===== config.mk =====
export PLATFORM = sky130hd
export DESIGN_NAME = multi_timer_controller
export DESIGN_NICKNAME = d
export VERILOG_FILES = /design/src/rtl/timer_pkg.sv /design/src/rtl/timer_channel.sv /design/src/rtl/multi_timer_controller.sv
export SDC_FILE = /design/constraint.sdc
export NUM_CORES = 1
export LEC_CHECK = 0
export ABC_AREA = 1
export CORE_AREA = 2 2 221 223
export DETAILED_ROUTE_END_ITERATION = 16
export DIE_AREA = 0 0 223 225
export PLACE_DENSITY_LB_ADDON = 0.05
export SETUP_SLACK_MARGIN = 0.15
export SLEW_MARGIN = 25
export SYNTH_ARGS = -nofsm -noshare
export SYNTH_HDL_FRONTEND = slang
export SYNTH_SLANG_ARGS = --single-unit
export TNS_END_PERCENT = 20

===== constraint.sdc =====
create_clock -name clk -period 2.7 [get_ports clk]
set_input_delay 0.405 -clock clk [delete_from_list [all_inputs] [get_ports clk]]
set_output_delay 0.405 -clock clk [all_outputs]
set_load 0.02 [all_outputs]

===== src/rtl/timer_pkg.sv =====
// timer_pkg: shared types and register map for multi_timer_controller.
package timer_pkg;
    typedef logic [31:0] Word_t;
    typedef logic [3:0] ByteMask_t;

    typedef struct packed {
        logic auto_reload;
        logic irq_en;
        logic en;
    } TimerCtrl_t;

    localparam logic [3:0] TIMER_REG_COUNT       = 4'h0;
    localparam logic [3:0] TIMER_REG_COMPARE     = 4'h4;
    localparam logic [3:0] TIMER_REG_CTRL        = 4'h8;
    localparam logic [3:0] TIMER_REG_STATUS      = 4'hC;
    localparam logic [8:0] TIMER_REG_IRQ_PENDING = 9'h100;
    localparam int         TIMER_CH_STRIDE       = 'h10;

    function automatic Word_t apply_mask(Word_t old, Word_t wdata, ByteMask_t mask);
        Word_t r = old;
        for (int b = 0; b < 4; b++)
            if (mask[b]) r[8*b+:8] = wdata[8*b+:8];
        return r;
    endfunction
endpackage


===== src/rtl/timer_channel.sv =====
// timer_channel: one timer channel with compare match, reload/one-shot, W1C status and irq.
// The PWM comparator exists only when TIMER_PWM_EN is defined.
module timer_channel
    import timer_pkg::*;
(
    input  logic       clk,
    input  logic       rst_n,
    input  logic       tick,
    input  logic       wr_count,
    input  logic       wr_compare,
    input  logic       wr_ctrl,
    input  logic       wr_status,
    input  Word_t      wdata,
    input  ByteMask_t  mask,
    output Word_t      count,
    output Word_t      compare,
    output TimerCtrl_t ctrl,
    output logic       match,
    output logic       irq,
    output logic       pwm
);
    logic adv, hit, clear, ctrl_wr;
    Word_t count_nxt;
    TimerCtrl_t ctrl_nxt;

    // Match checks use the pre-edge COMPARE; a bus write to COUNT overrides the tick.
    always_comb begin
        adv = tick & ctrl.en;
        hit = adv & (count == compare);
        clear = wr_status & mask[0] & wdata[0];
        ctrl_wr = wr_ctrl & mask[0];
        count_nxt = wr_count ? apply_mask(count, wdata, mask) :
                    !adv ? count :
                    !hit ? count + 32'd1 :
                    ctrl.auto_reload ? '0 : count;
        ctrl_nxt = ctrl_wr ? TimerCtrl_t'(wdata[2:0]) :
                   '{auto_reload: ctrl.auto_reload, irq_en: ctrl.irq_en,
                     en: ctrl.en & ~(hit & ~ctrl.auto_reload)};
    end

    always_ff @(posedge clk) begin
        if (!rst_n) begin
            count   <= '0;
            compare <= '0;
            ctrl    <= '0;
            match   <= 1'b0;
            irq     <= 1'b0;
        end else begin
            count   <= count_nxt;
            compare <= wr_compare ? apply_mask(compare, wdata, mask) : compare;
            ctrl    <= ctrl_nxt;
            match   <= hit | (match & ~clear);
            irq     <= match & ctrl.irq_en;
        end
    end

`ifdef TIMER_PWM_EN
    always_ff @(posedge clk) pwm <= rst_n & ctrl.en & (count < compare);
`else
    assign pwm = 1'b0;
`endif
endmodule


===== src/rtl/multi_timer_controller.sv =====
// multi_timer_controller: N-channel 32-bit timer bus slave with shared prescaler and irq vector.
// Define TIMER_PWM_EN to build the per-channel PWM outputs.
module multi_timer_controller
    import timer_pkg::*;
#(
    parameter int N_CHANNELS = 4,
    parameter int PRESCALE   = 10,
    parameter int BASE_IRQ   = 0
) (
    input  logic                  clk,
    input  logic                  rst_n,
    input  logic                  bus_read,
    input  logic                  bus_write,
    input  logic [31:0]           bus_address,
    input  Word_t                 bus_data_wr,
    input  ByteMask_t             bus_mask,
    output Word_t                 bus_data_rd,
    output logic                  bus_stall,
    output logic [N_CHANNELS-1:0] irq,
    output logic [N_CHANNELS-1:0] pwm
);
    logic [31:0] pre;
    logic tick;
    logic [8:0] off;
    Word_t count_a [N_CHANNELS];
    Word_t compare_a [N_CHANNELS];
    TimerCtrl_t ctrl_a [N_CHANNELS];
    logic [N_CHANNELS-1:0] match_v, irq_v, pend;
    logic unused_addr;

    assign off = bus_address[8:0];
    assign tick = pre == 32'(PRESCALE - 1);
    assign bus_stall = 1'b0;
    assign unused_addr = ^bus_address[31:9];

    always_ff @(posedge clk) pre <= (!rst_n || tick) ? '0 : pre + 32'd1;

    genvar g;
    generate
        for (g = 0; g < N_CHANNELS; g++) begin : g_ch
            logic sel;
            assign sel = bus_write & ~off[8] & (off[7:4] == 4'(g));
            timer_channel u_ch (
                .clk        (clk),
                .rst_n      (rst_n),
                .tick       (tick),
                .wr_count   (sel & (off[3:0] == TIMER_REG_COUNT)),
                .wr_compare (sel & (off[3:0] == TIMER_REG_COMPARE)),
                .wr_ctrl    (sel & (off[3:0] == TIMER_REG_CTRL)),
                .wr_status  (sel & (off[3:0] == TIMER_REG_STATUS)),
                .wdata      (bus_data_wr),
                .mask       (bus_mask),
                .count      (count_a[g]),
                .compare    (compare_a[g]),
                .ctrl       (ctrl_a[g]),
                .match      (match_v[g]),
                .irq        (irq_v[g]),
                .pwm        (pwm[g])
            );
            assign irq[(g + BASE_IRQ) % N_CHANNELS] = irq_v[g];
            assign pend[g] = match_v[g] & ctrl_a[g].irq_en;
        end
    endgenerate

    always_comb begin
        bus_data_rd = '0;
        if (rst_n && bus_read) begin
            for (int c = 0; c < N_CHANNELS; c++)
                if (!off[8] && off[7:4] == 4'(c))
                    bus_data_rd = off[3:0] == TIMER_REG_COUNT   ? count_a[c] :
                                  off[3:0] == TIMER_REG_COMPARE ? compare_a[c] :
                                  off[3:0] == TIMER_REG_CTRL    ? 32'(ctrl_a[c]) :
                                  off[3:0] == TIMER_REG_STATUS  ? 32'(match_v[c]) : '0;
            if (off == TIMER_REG_IRQ_PENDING) bus_data_rd = 32'(pend);
        end
    end
endmodule

After elaboration in Yosys (flattened, before gate mapping)
Index checks and enable logic that the tools add are counted.

Flip-flop bits (word level): 308. Bits of input ports: 72. Output and inout bits: 41. Logic and storage cells: 256.

$add $sub $neg: 5. Equality and inequality tests: 32. Muxes and demuxes: 46. Bitwise operators: 74. Reduce and logical (&&, ||, !) cells: 46.

Operators with widths (count): $mux W32 (30); $add A32 B1 Y32 const B (5); $eq A32 B32 Y1 (4); $and A1 B1 Y1 (57); $reduce_and A3 Y1 (16); $eq A32 B4 Y1 const B (1); $mux W8 (4); $ne A2 B2 Y1 const B (16); $reduce_and A2 Y1 (16); $not A1 Y1 (13); $mux W3 (4); $ne A3 B1 Y1 const B (4); $eq A9 B9 Y1 const B (1); $eq A4 B2 Y1 const B (2); $eq A4 B4 Y1 const B (2); $logic_not A4 Y1 (2); $mux W1 (8); $reduce_bool A2 Y1 (4); $logic_and A1 B1 Y1 (5); $eq A4 B1 Y1 const B (1); $eq A4 B3 Y1 const B (1); $or A1 B1 Y1 (4); $logic_not A1 Y1 (2); $logic_or A1 B1 Y1 (1).

Logic depth before layout (Yosys ltp)
Gate-level depths: netlist of run 1.

Word-level depth: 11. Mapped depth: 17. Gate-level depth less buffers: 15.

Cells and area by module
A second synthesis of run 1 with hierarchy kept.

Cell total of the unflattened synthesis: 4412. Area, all modules: 23605.1 sq um.

Modules (own cells, without submodules): timer_channel (g_ch[1].u_ch ...) (instances 3, cells an instance 847, area each 4662.0 sq um, seq. area each 1381.3 sq um); multi_timer_controller (instances 1, cells an instance 1024, area each 4954.8 sq um, seq. area each 640.6 sq um); timer_channel (g_ch[0].u_ch) (instances 1, cells an instance 847, area each 4664.5 sq um, seq. area each 1381.3 sq um).

Least setup slack after synthesis of run 1
OpenSTA, ideal clock, no wires.

Kind: input to output. From: input port bus_address[1]. To: output port bus_data_rd[10]. Arrival: 2044 ps. Required time: 2295 ps. Slack: 251 ps. Cell stages on the path: 7. Buffers on the path: 2. Cells stage by stage: nor2_2 -> nand2_4 -> clkbuf_1 -> clkbuf_1 -> o22ai_1 -> nand2_1 -> a311oi_1.

Longest elaborated chain between the ends: 9. Elaborated cells between the ends (all ways): 17. Classes of those cells: eq/ne (2); mux (14); reduce/logical (1).

Ends and longest elaborated chain: start, declared (RTL line multi_timer_controller.sv:14) `input logic [31:0] bus_address,`; $eq A4 B3 Y1 (RTL line multi_timer_controller.sv:71) `off[3:0] == TIMER_REG_COMPARE ? compare_a[c] :`; $mux W32 (RTL line multi_timer_controller.sv:71); $mux W32 (RTL line multi_timer_controller.sv:70) `bus_data_rd = off[3:0] == TIMER_REG_COUNT ? count_a[c] :`; $mux W32 (4 in series) (RTL line multi_timer_controller.sv:69) `if (!off[8] && off[7:4] == 4'(c))`; $mux W32 (*) (RTL line multi_timer_controller.sv:74) `if (off == TIMER_REG_IRQ_PENDING) bus_data_rd = 32'(pend);`; $mux W32 (*) (RTL line multi_timer_controller.sv:67) `if (rst_n && bus_read) begin`; end, declared (RTL line multi_timer_controller.sv:17) `output Word_t bus_data_rd,`.

Mark *: on every way between the ends. The rest lies on a longest branch, timed or not.

Final worst setup path of run 1
From: input port bus_address[0]. To: output port bus_data_rd[2].

Longest elaborated chain between the ends: 10. Elaborated cells between the ends (all ways): 22. Classes of those cells: eq/ne (3); mux (18); reduce/logical (1).

Ends and longest elaborated chain: $eq A4 B4 Y1 (RTL line multi_timer_controller.sv:72) `off[3:0] == TIMER_REG_CTRL ? 32'(ctrl_a[c]) :`; $mux W3 (RTL line multi_timer_controller.sv:72); $mux W32 (RTL line multi_timer_controller.sv:71); $mux W32 (RTL line multi_timer_controller.sv:70); $mux W32 (4 in series) (RTL line multi_timer_controller.sv:69); $mux W32 (*) (RTL line multi_timer_controller.sv:74); $mux W32 (*) (RTL line multi_timer_controller.sv:67).

Marks and branches as above.

==> impl_metrics.py, run 1 <==
metrics = {
    "critical_path": {
        "arrival_ns": 2.16,
        "crit_fanout": 5,
        "worstPathRequired_ns": 2.30,
        "reg2reg_depth": 11,
        "endpoint_kind": "output pin",
        "crit_type": "in2out",
        "worstSetupStartpointType": "primary input",
    },
    "placed_design": {
        "gp_congestion": 1.01,
        "place_area_um2": 24900,
        "post-dp-hpwl_mm": 76.9,
        "portBuffers": 84,
    },
    "floorplanning": {
        "dieArea_um2": 50200,
        "dieWidth_um": 223,
        "die_h_um": 225,
        "initial_utilization_pct": 45.8,
        "rows": 80,
        "coreArea_um2": 47500,
        "io-pin-count": 113,
    },
    "cells_and_area": {
        "layout.nets": 3981,
        "fill_cells": 4714,
        "drive_gt1_share_pct": 15.0,
        "area_delta_synth_final_pct": 25.4,
        "fin_area_um2": 27300,
    },
    "timing": {
        "setup_viol": 0,
        "relSlewSlack_pct": 35.6,
        "min_period_ns": 2.57,
        "period_share_pct": 95.2,
        "final-max-slew-violation-count": 0,
        "worstMarginPinSlew_ns": 0.962,
        "fmax_mhz": 389,
        "rsz0062_at_grt": "true",
        "hold_violations": 0,
        "finClkSkew_ns": 0.0196,
    },
    "global_route": {
        "antenna_found_initial": 3,
        "grt_pass1_vias": 23900,
        "grt_max_degree": 138,
        "grt.total_usage_pct": 40.3,
        "grt_pass1_wl_mm": 152,
        "grt-ovfl-total": 0,
    },
    "yosys": {
        "synth-main-ff-cell": "dfxtp_1",
        "ys_seq_area_share_pct": 28.3,
        "async_flop_share_pct": 0,
        "avgSynthCellArea_um2": 5.98,
        "synth_most_common_cell": "nand2_1",
        "netlist_area_um2": 21800,
        "yosysTopAreaCellShare_pct": 28.3,
        "synthTopCellsByCount": "nand2_1 (1107), nor2_1 (448), inv_1 (397)",
        "ys_ff_latch": 308,
        "synth_area_leaders": "dfxtp_1 (28%), nand2_1 (19%), nor2_1 (7.7%)",
        "yosysWarnings": 0,
        "syn_inst": 3642,
        "yosysTopAreaCell": "dfxtp_1",
        "yosysUniqueCellTypes": 54,
        "synth_edf_count": 0,
    },
    "hold_path": {
        "worstHoldPathType": "in2reg",
        "whs_path_depth": 4,
    },
    "route": {
        "vias": 26200,
        "wl_per_cell_um": 22.6,
        "drt_first_pass_iters": 7,
        "postRouteAntennaNets": 0,
        "wirelength_mm": 103,
        "drcViolationCount": 0,
        "first_iter_violations": 3472,
        "routed_via_density": 5.75,
    },
    "clock_network": {
        "clk_pin_slew_worst_paths_ns": 0.06,
        "clock-root-buffer": "clkbuf_16",
        "clock_path_buffers": 3,
        "holdBufCountCts": 0,
        "cts_tree": "built",
        "cts.sinks": 308,
        "numCtsBuffers": 39,
        "insertion_delay_ns": 0.59,
        "htreeDepth": 2,
    },
    "power": {
        "leakage_nw": 11.7,
        "power.density_nw_per_um2": 401,
        "ir_drop_mv": 0.312,
        "power_w": 0.0110,
    },
    "run_status": {
        "status": "completed",
    },
    "flow_run": {
        "drv_cap": 0,
    },
}
==> timing repair <==
| item | in CTS | in global routing |
|---|---|---|
| pin swaps | 41 | 18 |
| endpoints found under the setup margin | 32 | 75 |
| gates cloned | 11 | 2 |
| gates resized for setup | 313 | 48 |
| hold endpoints to repair | 0 | 0 |
| buffers inserted | 22 | 4 |
==> per-layer routing <==
metal / GRT usage, % / routed length, um / vias up
li1: - / - / 12200
met1: 53.8 / 42800 / 12100
met2: 61.2 / 43400 / 1509
met3: 7.37 / 10300 / 318
met4: 22.7 / 6410 / 0
met5: 0 / 0 / -
==> flip-flops by register name (all words and copies together), names as in the netlist <==
signal / flops
g_ch.u_ch.match: 4
g_ch.u_ch.ctrl: 12
g_ch.u_ch.irq: 4
g_ch.u_ch.count: 128
g_ch.u_ch.compare: 128
pre: 32
==> cell families (layout without fill, tap and decap cells) <==
| logic type | count (synthesis) | after routing | share of synthesized area, % |
|---|---|---|---|
| and+or+nand+nor | 1886 | 1891 | 36.4 |
| other | 1 | 8 | 0.0172 |
| buffers and inverters | 592 | 872 | 11.0 |
| DFF | 308 | 308 | 28.3 |
| AOI/OAI and AO/OA | 676 | 676 | 17.0 |
| adders and majority gates | 6 | 6 | 0.344 |
| xor gates and xnor gates | 173 | 173 | 6.95 |
==> layout make-up <==
cell class	count	area (um^2)	share of cell area [%]
diodes	3	7.51	0.0275
well taps	615	769	2.82
multi-input cells	2751	13800	50.6
inverters	415	1590	5.81
flip-flops and latches	308	6170	22.6
clock inverters	10	161	0.591
repair buffers	388	3610	13.2
clock buffers	59	1180	4.32
==> critical path, cell delays in order <==
cell     delay, ns
buf_2         0.12
nor2_4        0.14
buf_6         0.14
buf_4         0.13
nand3_4       0.10
buf_4         0.17
o22ai_1       0.14
o21ai_0       0.12
nand4_1       0.11
o21ai_1       0.10
a21oi_1       0.17
buf_4         0.16
buf_4         0.15
==> per-stage QoR <==
stage	std cells	setup TNS (ns)	util, %	hold WS, ns	setup WS, ns
detailed placement	4438	-29.64	52.4	0.473	-0.846
CTS	4540	0	57.0	0.432	0.139
finish	4549	0	57.5	0.473	0.130
global route	4546	0	57.5	0.481	0.0638
floorplan	3646	0	-	0.433	0.251
global placement	4438	-24.69	52.4	0.446	-0.789
==> power by group <==
| group | total (W) | leakage (nW) | switching (W) | internal [W] |
|---|---|---|---|---|
| clock network | 0.00560 | 0.664 | 0.00221 | 0.00340 |
| registers | 0.00456 | 2.48 | 0.00000670 | 0.00455 |
| logic | 0.000794 | 8.55 | 0.000539 | 0.000255 |
| total | 0.0110 | 11.7 | 0.00275 | 0.00820 |
==> path summary, 6_finish.rpt <==
check | startpoint | to | slack (ns)
worst min register to register | pre[0]$_SDFF_PP0_ | pre[0]$_SDFF_PP0_ | 0.49
worst max register to register | pre[0]$_SDFF_PP0_ | g_ch[3].u_ch.count[28]$_SDFFE_PN0P_ | 0.19
worst max-delay path | bus_address[0] | bus_data_rd[2] | 0.13
worst min-delay path | rst_n | g_ch[0].u_ch.count[31]$_SDFFE_PN0P_ | 0.47
==> cells in the final DEF, fill, tap and decap left out, types with 36 or more instances in the layout <==
| cell type | synthesis | layout |
|---|---|---|
| a21oi_1 | 254 | 239 |
| buf_4 | 10 | 269 |
| clkbuf_16 | 0 | 40 |
| clkdlybuf4s50_1 | 0 | 42 |
| dfxtp_1 | 308 | 304 |
| inv_1 | 397 | 383 |
| nand2_1 | 1107 | 1100 |
| nand3_1 | 144 | 140 |
| nor2_1 | 448 | 444 |
| nor3_1 | 81 | 75 |
| o21ai_0 | 283 | 267 |
| o22ai_1 | 72 | 46 |
| xnor2_1 | 36 | 36 |
| xor2_1 | 137 | 137 |
Note: power is estimated with default switching activity, not from simulation.
==> run 2, diff against run 1 <==
--- a/config.mk
+++ b/config.mk
@@ -7,9 +7,10 @@
 export LEC_CHECK = 0
 export ABC_AREA = 1
 export CORE_AREA = 2 2 221 223
+export CTS_CLUSTER_SIZE = 40
 export DETAILED_ROUTE_END_ITERATION = 16
 export DIE_AREA = 0 0 223 225
-export PLACE_DENSITY_LB_ADDON = 0.05
+export PLACE_DENSITY_LB_ADDON = 0.2
 export SETUP_SLACK_MARGIN = 0.15
 export SLEW_MARGIN = 25
 export SYNTH_ARGS = -nofsm -noshare
==> constraint.sdc (replaced) <==
create_clock -name clk -period 2.4 [get_ports clk]
set_input_delay 0.36 -clock clk [delete_from_list [all_inputs] [get_ports clk]]
set_output_delay 0.36 -clock clk [all_outputs]
set_load 0.02 [all_outputs]
==> impl_metrics.py, run 2 (synthesized netlist as in run 1, its figures left out) <==
metrics = {
    "timing": {
        "finClkSkew_ns": 0.0190,
        "final-max-slew-violation-count": 0,
        "relSlewSlack_pct": 46.3,
        "worstMarginPinSlew_ns": 0.806,
        "min_period_ns": 2.62,
        "period_share_pct": 109,
        "fmax_mhz": 382,
        "fin_tns_setup_ns": -1.98,
        "setup_ws_ns": -0.221,
        "rsz0062_at_grt": "true",
        "setup_viol": 26,
        "hold_violations": 0,
    },
    "cells_and_area": {
        "layout.nets": 4037,
        "drive_gt1_share_pct": 18.8,
        "layout.cells.non_filler": 4602,
        "final_cell_mix": "nand2_1 (1097), nor2_1 (416), inv_1 (375), dfxtp_1 (284), buf_4 (276)",
        "final_util_pct": 60.8,
        "top_regs": "g_ch.u_ch.compare: 128 flops, g_ch.u_ch.count: 128 flops, pre: 32 flops",
        "mostFrequentLayoutCell": "nand2_1",
        "fill_cells": 4501,
        "fin_area_um2": 28900,
        "area_delta_synth_final_pct": 32.6,
    },
    "critical_path": {
        "worstSetupStartpointType": "primary input",
        "crit_type": "in2out",
        "arrival_ns": 2.26,
        "endpoint_kind": "output pin",
        "rrSetupSlack_ns": 0.18,
        "worstPathRequired_ns": 2.04,
        "crit_fanout": 5,
    },
    "floorplanning": {
        "die_h_um": 225,
        "dieWidth_um": 223,
        "dieArea_um2": 50200,
        "io-pin-count": 113,
        "initial_utilization_pct": 45.8,
        "rows": 80,
        "coreArea_um2": 47500,
    },
    "power": {
        "leakage_nw": 12.3,
        "power.density_nw_per_um2": 426,
        "ir_drop_mv": 0.538,
    },
    "placed_design": {
        "post-dp-hpwl_mm": 72.2,
        "portBuffers": 84,
        "dpl_worst_slack_ns": -1.13,
        "gp_congestion": 1.04,
        "placed_cells": 4461,
        "place_area_um2": 25200,
    },
    "clock_network": {
        "numCtsBuffers": 39,
        "clock-root-buffer": "clkbuf_16",
        "holdBufCountCts": 0,
        "clock_path_buffers": 3,
        "insertion_delay_ns": 0.59,
        "cts_tree": "built",
        "clk_pin_slew_worst_paths_ns": 0.06,
        "cts.sinks": 308,
        "htreeDepth": 2,
    },
    "global_route": {
        "grt_pass1_wl_mm": 147,
        "grt.total_usage_pct": 38.7,
        "antenna_found_initial": 5,
        "grt_max_degree": 173,
        "grt_pass1_vias": 24100,
        "grt-ovfl-total": 0,
    },
    "route": {
        "first_iter_violations": 3179,
        "wl_per_cell_um": 21.8,
        "vias": 26100,
        "drcViolationCount": 0,
        "routed_via_density": 5.66,
        "wirelength_mm": 100,
        "drt_first_pass_iters": 6,
        "postRouteAntennaNets": 0,
    },
    "run_status": {
        "violations": "setup timing",
        "status": "finished with violations",
    },
    "flow_run": {
        "drv_cap": 0,
    },
    "hold_path": {
        "worstHoldPathType": "in2reg",
    },
}
[run 2: per-stage QoR]
step	hold slack [ns]	power, W
floorplan	0.433	0.00551
global placement	0.451	0.00594
detailed placement	0.455	0.00594
CTS	0.385	0.0123
global route	0.416	0.0126
finish	0.389	0.0123
[run 2: critical path, stage by stage]
cell and delay (ns):
buf_6 0.09, nor2_4 0.19, buf_12 0.16, nand2_8 0.09
buf_6 0.16, buf_4 0.15, o221ai_2 0.17, nand2_1 0.13
a211oi_4 0.43, buf_4 0.20, buf_6 0.11
[run 2: final cells by class]
type	instances	area (um^2)	area share, %
multi-input combinational	2751	14400	49.8
tap	615	769	2.66
inverter	415	1590	5.50
sequential	308	6200	21.5
timing repair buffer	444	4610	15.9
clock buffer	61	1190	4.12
clock inverter	7	139	0.481
antenna	1	2.50	0.00866
[run 2: metal layers]
metal	part of all wire, %	track usage (%)
met2	43	60.6
met5	0.014	0
met4	8.2	25.5
met1	38	47.5
met3	11	8.96
[run 2: path summary, 6_finish.rpt]
| path | from | cells after the start | to |
|---|---|---|---|
| max reg2reg | g_ch[2].u_ch.count[22]$_SDFFE_PN0P_ | 13 | g_ch[2].u_ch.count[13]$_SDFFE_PN0P_ |
| max | bus_address[1] | 11 | bus_data_rd[8] |
| min reg2reg | pre[0]$_SDFF_PP0_ | 1 | pre[0]$_SDFF_PP0_ |
| min | rst_n | 4 | g_ch[2].u_ch.count[16]$_SDFFE_PN0P_ |
[run 2: what timing repair did]
item / in CTS / in global routing
setup buffers: 39 / 7
resized for setup: 409 / 156
gates cloned: 20 / 6
endpoints found under the setup margin: 119 / 166
pin swaps: 76 / 67
[run 2: power by group]
part | switching, W | internal (W) | total [W]
sequential | 0.00000831 | 0.00512 | 0.00513
clock | 0.00245 | 0.00382 | 0.00627
combinational | 0.000588 | 0.000330 | 0.000917
